==> src/rtl/carpark_event_logger.sv <==
// Write-side front end for the car-park record RAM: buffers events and appends them as a circular log.
// Build option LOGGER_TIMESTAMP_EN: stamp field carries the tick counter instead of an acceptance sequence number.
module carpark_event_logger #(
    parameter int DEPTH      = 128,
    parameter int ADDR_W     = 7,
    parameter int FIFO_DEPTH = 4
) (
    input  logic              Clock,
    input  logic              Reset,
    input  logic              TickEn,
    input  logic              EventValid,
    output logic              EventReady,
    input  logic [2:0]        EventType,
    input  logic [6:0]        SlotId,
    input  logic              BusyWR,
    output logic              WrEnable,
    output logic [39:0]       WrData,
    output logic [ADDR_W-1:0] AddressWR,
    output logic [ADDR_W:0]   Count,
    output logic              Wrapped,
    output logic              Idle
);
    localparam int FIDX_W = (FIFO_DEPTH > 1) ? $clog2(FIFO_DEPTH) : 1;

    typedef enum logic [1:0] {S_IDLE, S_ISSUE, S_HOLD} state_t;

    state_t            state, state_n;
    logic [39:0]       fifo_mem [FIFO_DEPTH];
    logic [FIDX_W-1:0] fifo_wr, fifo_rd;
    logic [FIDX_W:0]   fifo_count;
    logic [ADDR_W-1:0] wr_ptr;
    logic [29:0]       stamp;
    logic              push, pop, fifo_empty;

    assign EventReady = (fifo_count < (FIDX_W+1)'(FIFO_DEPTH));
    assign fifo_empty = (fifo_count == '0);
    assign push       = EventValid && EventReady;
    assign pop        = (state == S_ISSUE);
    assign Idle       = fifo_empty && (state == S_IDLE);

`ifdef LOGGER_TIMESTAMP_EN
    always_ff @(posedge Clock) begin
        if (!Reset)
            stamp <= '0;
        else if (TickEn)
            stamp <= stamp + 30'd1;
    end
`else
    logic unused_tick;
    assign unused_tick = TickEn;

    always_ff @(posedge Clock) begin
        if (!Reset)
            stamp <= '0;
        else if (push)
            stamp <= stamp + 30'd1;
    end
`endif

    // Records are packed at acceptance so the stamp reflects the pre-tick value.
    always_ff @(posedge Clock) begin
        if (push)
            fifo_mem[fifo_wr] <= {EventType, SlotId, stamp};
    end

    always_ff @(posedge Clock) begin
        if (!Reset) begin
            fifo_wr    <= '0;
            fifo_rd    <= '0;
            fifo_count <= '0;
        end else begin
            if (push)
                fifo_wr <= fifo_wr + FIDX_W'(1);
            if (pop)
                fifo_rd <= fifo_rd + FIDX_W'(1);
            case ({push, pop})
                2'b10:   fifo_count <= fifo_count + (FIDX_W+1)'(1);
                2'b01:   fifo_count <= fifo_count - (FIDX_W+1)'(1);
                default: fifo_count <= fifo_count;
            endcase
        end
    end

    always_comb begin
        state_n = state;
        case (state)
            S_IDLE:  if (!fifo_empty && !BusyWR) state_n = S_ISSUE;
            S_ISSUE: state_n = S_HOLD;
            S_HOLD:  state_n = (!fifo_empty && !BusyWR) ? S_ISSUE : S_IDLE;
            default: state_n = S_IDLE;
        endcase
    end

    // Strobe, data and address are loaded on entry to ISSUE so they are registered outputs.
    always_ff @(posedge Clock) begin
        if (!Reset) begin
            state     <= S_IDLE;
            WrEnable  <= 1'b0;
            WrData    <= '0;
            AddressWR <= '0;
            wr_ptr    <= '0;
            Count     <= '0;
            Wrapped   <= 1'b0;
        end else begin
            state    <= state_n;
            WrEnable <= (state_n == S_ISSUE);
            if (state_n == S_ISSUE) begin
                WrData    <= fifo_mem[fifo_rd];
                AddressWR <= wr_ptr;
            end
            if (state == S_ISSUE) begin
                wr_ptr <= wr_ptr + ADDR_W'(1);
                if (wr_ptr == ADDR_W'(DEPTH - 1))
                    Wrapped <= 1'b1;
                if (Count != (ADDR_W+1)'(DEPTH))
                    Count <= Count + (ADDR_W+1)'(1);
            end
        end
    end
endmodule
==> config.mk <==
export PLATFORM = sky130hd
export DESIGN_NAME = carpark_event_logger
export DESIGN_NICKNAME = d
export VERILOG_FILES = /design/src/rtl/carpark_event_logger.sv
export SDC_FILE = /design/constraint.sdc
export NUM_CORES = 1
export LEC_CHECK = 0
export CORE_UTILIZATION = 58
export DETAILED_ROUTE_END_ITERATION = 8
export PLACE_DENSITY = 0.79
export REMOVE_ABC_BUFFERS = 1
export SYNTH_ARGS = -nofsm -noshare
export SYNTH_HDL_FRONTEND = slang
export SYNTH_SLANG_ARGS = --single-unit
export TNS_END_PERCENT = 1
==> constraint.sdc <==
create_clock -name Clock -period 2.98 [get_ports Clock]
set_input_delay 0.596 -clock Clock [delete_from_list [all_inputs] [get_ports Clock]]
set_output_delay 0.596 -clock Clock [all_outputs]
set_load 0.01 [all_outputs]
== After elaboration in Yosys (flattened, before gate mapping) ==
Memory sizes are Yosys's and may differ from the RTL's. A register that Yosys moved wholly into a read port is not among the register bits.
Index checks and enable logic that the tools add are counted.
Word-level totals
  register bits after elaboration: 63
  bits in latches: 0
  memory bits (writable): 160
  memory bits (read-only): 0
  input port bits: 15
  logic and storage cells: 43
  memories kept: 1
Memories
  fifo_mem: words 4, bits a word 40, rd ports 1, clocked after Yosys merged registers in 1, wr ports 1, RTL line 28  | logic [39:0] fifo_mem [FIFO_DEPTH];
Cells by class
  $add $sub $neg: 7
  $mul: 0
  div/mod/pow operators: 0
  order comparisons: 1
  eq/ne operators: 7
  shifts and indexed selects: 0
  multiplexer cells: 6
  bitwise operators: 0
  reduce and logical (&&, ||, !) cells: 11
Operators by type and width (number)
  $add A30 B1 Y30 const B: 1
  $add A8 B1 Y8 const B: 1
  $ne A8 B8 Y1 const B: 1
  $add A7 B1 Y7 const B: 1
  $eq A7 B7 Y1 const B: 1
  $eq A2 B1 Y1 const B: 3
  $pmux W2 S3: 1
  $pmux W3 S2: 1
  $add A2 B1 Y2 const B: 2
  $eq A2 B2 Y1 const B: 2
  $reduce_and A2 Y1: 2
  $add A3 B1 Y3 const B: 1
  $logic_and A1 B1 Y1: 3
  $logic_not A1 Y1: 3
  $logic_not A3 Y1: 1
  $lt A3 B3 Y1 const B: 1
  $mux W1: 3
  $sub A3 B1 Y3 const B: 1
  $logic_not A2 Y1: 1
  $mux W2: 1
  $reduce_bool A2 Y1: 1

== Depth between registers and ports, before layout ==
Gate-level depths: netlist of run 1.
  word-level depth: 6
  mapped depth: 9
  gate-level depth less buffers: 8

== Worst setup path before layout of run 1 ==
No wires, ideal clock.
  kind: input-to-reg
  start point: input port EventValid
  end point: memory fifo_mem[0][0], enable pin
  setup time: 0.401 ns
  arrival time: 2.034 ns
  setup slack: 0.545 ns
  stages on the path: 3
  path buffers: 1
  cell sequence: nor2b_1 clkbuf_1 and2_1
Between the ends
  cells in the longest elaborated chain, start to end: 3
Ends and longest elaborated chain
  from (decl): RTL line 11  | input logic EventValid,
  $logic_and A1 B1 Y1: RTL line 37  | assign push = EventValid && EventReady;
  $mux W1: RTL line 62  | if (push)
  $mux W1 (implied by the code): RTL line 63  | fifo_mem[fifo_wr] <= {EventType, SlotId, stamp};
  to (decl): RTL line 28
No other way between the ends.

== Final worst setup path of run 1 ==
  start point: register fifo_count[0]
  end point: output port Idle
Between the ends
  cells in the longest elaborated chain, start to end: 2
Ends and longest elaborated chain
  from (decl): RTL line 30  | logic [FIDX_W:0] fifo_count;
  from (signal assigned): RTL line 77  | 2'b10: fifo_count <= fifo_count + (FIDX_W+1)'(1);
  from (signal assigned): RTL line 78  | 2'b01: fifo_count <= fifo_count - (FIDX_W+1)'(1);
  from (signal assigned): RTL line 79  | default: fifo_count <= fifo_count;
  $logic_not A3 Y1: RTL line 36  | assign fifo_empty = (fifo_count == '0);
  $logic_and A1 B1 Y1: RTL line 39  | assign Idle = fifo_empty && (state == S_IDLE);
  to (decl): RTL line 21  | output logic Idle
No other way between the ends.

==> flow_summary_export.csv, run 1 <==
group,metric,value,unit
run_status,outcome,"finished, final reports clean",
die,die_area,0.01780,mm2
timing,rsz0062_at_grt,"no",
clock_tree,cts_buffers,27,
clock_tree,cts_tree,"done",
logic_synthesis,synth_top_area_cell,"edfxtp_1",
die,initial_utilization,0.5999,
global_route,grt_overflow,0,
clock_tree,cts.sinks,263,
final_layout,mostFrequentLayoutCell,"edfxtp_1",
final_layout,area_growth,18.83,%
placement,place_area,0.01104,mm2
timing,final-setup-viol-count,0,
logic_synthesis,ys_dominant_reg_cell,"edfxtp_1",
detailed_routing,drt-total-wl,19040,um
timing,final.min_clock_period,2.685,ns
clock_tree,cts_hold_buf,0,
logic_synthesis,syn_avg_cell_area,13.90,um2
global_route,grt_pass1_vias,6013,
timing,max-slew-margin-rel,0.3217,
critical_path,cp.arrival,2.09,ns
detailed_routing,vias_per_cell,5.764,
logic_synthesis,synth_top_cell_area_share,0.4796,
logic_synthesis,synthSimpleGateAreaFrac,0.1104,
final_layout,drive_gt1_frac,0.1357,
run,maxCapViolations,0,
critical_path,r2r_cells,4,
clock_tree,postCtsSetupBuffers,0,
die,coreArea,0.01670,mm2
logic_synthesis,yosysWarnings,0,
critical_path,r2r_slack,0.77,ns
timing,worstMarginPinSlew,1.017,ns
placement,place.gp.congestion,0.7748,
logic_synthesis,ys_seq_elements,263,
power_and_ir_drop,power,8.601,mW
clock_tree,cts-root-buf,"clkbuf_16",
critical_path,end_kind,"output port",
timing,skew,0.02168,ns
detailed_routing,antenna_left,0,
detailed_routing,vias,5983,
logic_synthesis,synth_edf_count,160,
global_route,grt_usage,0.2220,
die,std_cell_rows,47,
global_route,grt_pass1_wl,30730,um
min_path,hold_depth,2,
clock_tree,cts_resized,0,
detailed_routing,wl_per_cell,18.35,um
min_path,hold_path_class,"flop to flop",
placement,dp.final_hpwl,11330,um
timing,hold_viol,0,
logic_synthesis,yosys.area_share.adder,0.01324,
final_layout,num_antenna_cells,0,
logic_synthesis,netlist_top_cells_area,"edfxtp_1 (48%), dfxtp_1 (21%), mux4_2 (9.0%), nand2_1 (4.3%), a21oi_1 (3.1%)",
timing,max_freq,0.3724,GHz
logic_synthesis,synth_compound_area_frac,0.04534,
detailed_routing,drtPass1Iterations,4,
logic_synthesis,synth.distinct_cells,43,
power_and_ir_drop,p_leak,3.833,nW
detailed_routing,drt_iter0_markers,436,
critical_path,crit_required,2.38,ns
global_route,grt_start_max_net_pins,96,
critical_path,critPathMaxFanout,3,
critical_path,critical_path_class,"flop to output port",
logic_synthesis,synth_mux_area_frac,0.09692,
logic_synthesis,synth_cells,721,
logic_synthesis,synth_top_family_by_area,"simple AND/OR/NAND/NOR gates",
die,io_pins,74,
detailed_routing,drc,0,
clock_tree,clk_latency,0.53,ns
clock_tree,clk_path_buf_depth,3,
power_and_ir_drop,power_density,722.5,mW/mm2
logic_synthesis,synth_xor_area_frac,0.02535,
die,die_w,133.4,um
placement,portBuffers,72,
power_and_ir_drop,ir_drop,0.5210,mV
final_layout,final_cell_mix,"edfxtp_1 (160), nand2_1 (116), dfxtp_1 (101)",
die,die_height,133.4,um
critical_path,crit_path_start_kind,"flop",
clock_tree,h-tree-depth,1,
clock_tree,path_clk_slew,0.06,ns
logic_synthesis,synth.cell_area,0.01002,mm2
global_route,antenna_found_initial,0,
final_layout,final_area,0.01191,mm2
timing,drv_slew,0,
final_layout,finalNetCount,822,
logic_synthesis,synth-seq-area-share,0.6854,
timing,min_period_over_period,0.9011,
logic_synthesis,async_flop_share,0,
==> critical path, cell delays in order, from the launching register on <==
cell	delay, ns
dfxtp_1	0.33
nor3_1	0.35
nor3b_1	0.31
clkdlybuf4s50_1	0.59
==> layer usage <==
layer / share of wire / vias to the layer above / global-route usage
met5: 0 / - / 0
met1: 0.42 / 2974 / 0.2842
met3: 0.052 / 39 / 0.03311
met4: 0.022 / 0 / 0.06881
met2: 0.51 / 175 / 0.3915
li1: - / 2795 / -
==> through the flow <==
step	utilization	cells	setup TNS [ns]	setup slack (ns)	hold WS, ns
final	0.7128	1038	0	0.2948	0.4509
after global routing	0.7128	1038	0	0.1595	0.4717
after CTS	0.7128	1038	0	0.2949	0.4556
after detailed placement	0.6608	988	0	0.3445	0.4477
after global placement	0.6608	988	0	0.4287	0.4407
after floorplan	-	680	-13.58	-0.3025	0.4566
==> report_power, final <==
part / leakage, nW / internal (mW) / total (mW) / switching (mW)
Combinational: 1.14 / 0.517 / 1.11 / 0.595
Clock: 0.433 / 1.93 / 3.24 / 1.31
Sequential: 2.26 / 4.13 / 4.25 / 0.117
Total: 3.83 / 6.58 / 8.60 / 2.02
==> sequential cells by signal, summed over array words and instances, names as in the netlist <==
signal and count:
Count 8, WrData 40, fifo_wr 2, wr_ptr 7
Wrapped 1, state 2, AddressWR 7, WrEnable 1
stamp 30, fifo_rd 2, fifo_count 3, fifo_mem 160
==> cells in the mapped netlist (all sizes together), types with 8 or more instances <==
cell and n:
dfxtp 103, nor2 41, nand4 13, a21oi 62
ha 9, xnor2 14, xor2 15, edfxtp 160
buf 14, mux4 40, clkbuf 27, inv 16
nand2 116, or3 8
==> logic make-up after synthesis <==
group | after synthesis
xor+xnor | 29
compound gates | 82
mux | 47
flops | 263
buf+inv | 57
fa+ha+maj | 10
simple gates | 233
==> cell type report <==
type                    count  area [um2]
clock buffers              37       753.2
clock inverters            13       115.1
fillers                  1111        4796
inverters                  16       60.06
multi-input cells         401        2929
flip-flops and latches    263        6869
well taps                 220       275.3
repair buffers             88       903.4
==> final timing paths <==
check	startpoint	endpoint
setup / recovery	fifo_count[0]	Idle
hold / removal	WrData[3]	WrData[3]
setup reg to reg	stamp[8]	stamp[26]
hold reg to reg	WrData[3]	WrData[3]
Power figures use the tool's default switching activity.
==> inputs of run 2 (changes only) <==
RECOVER_POWER = 25   (was not set)
==> results of run 2 <==
Same layout as run 1: the final DEF is identical, and so are final timing and power.
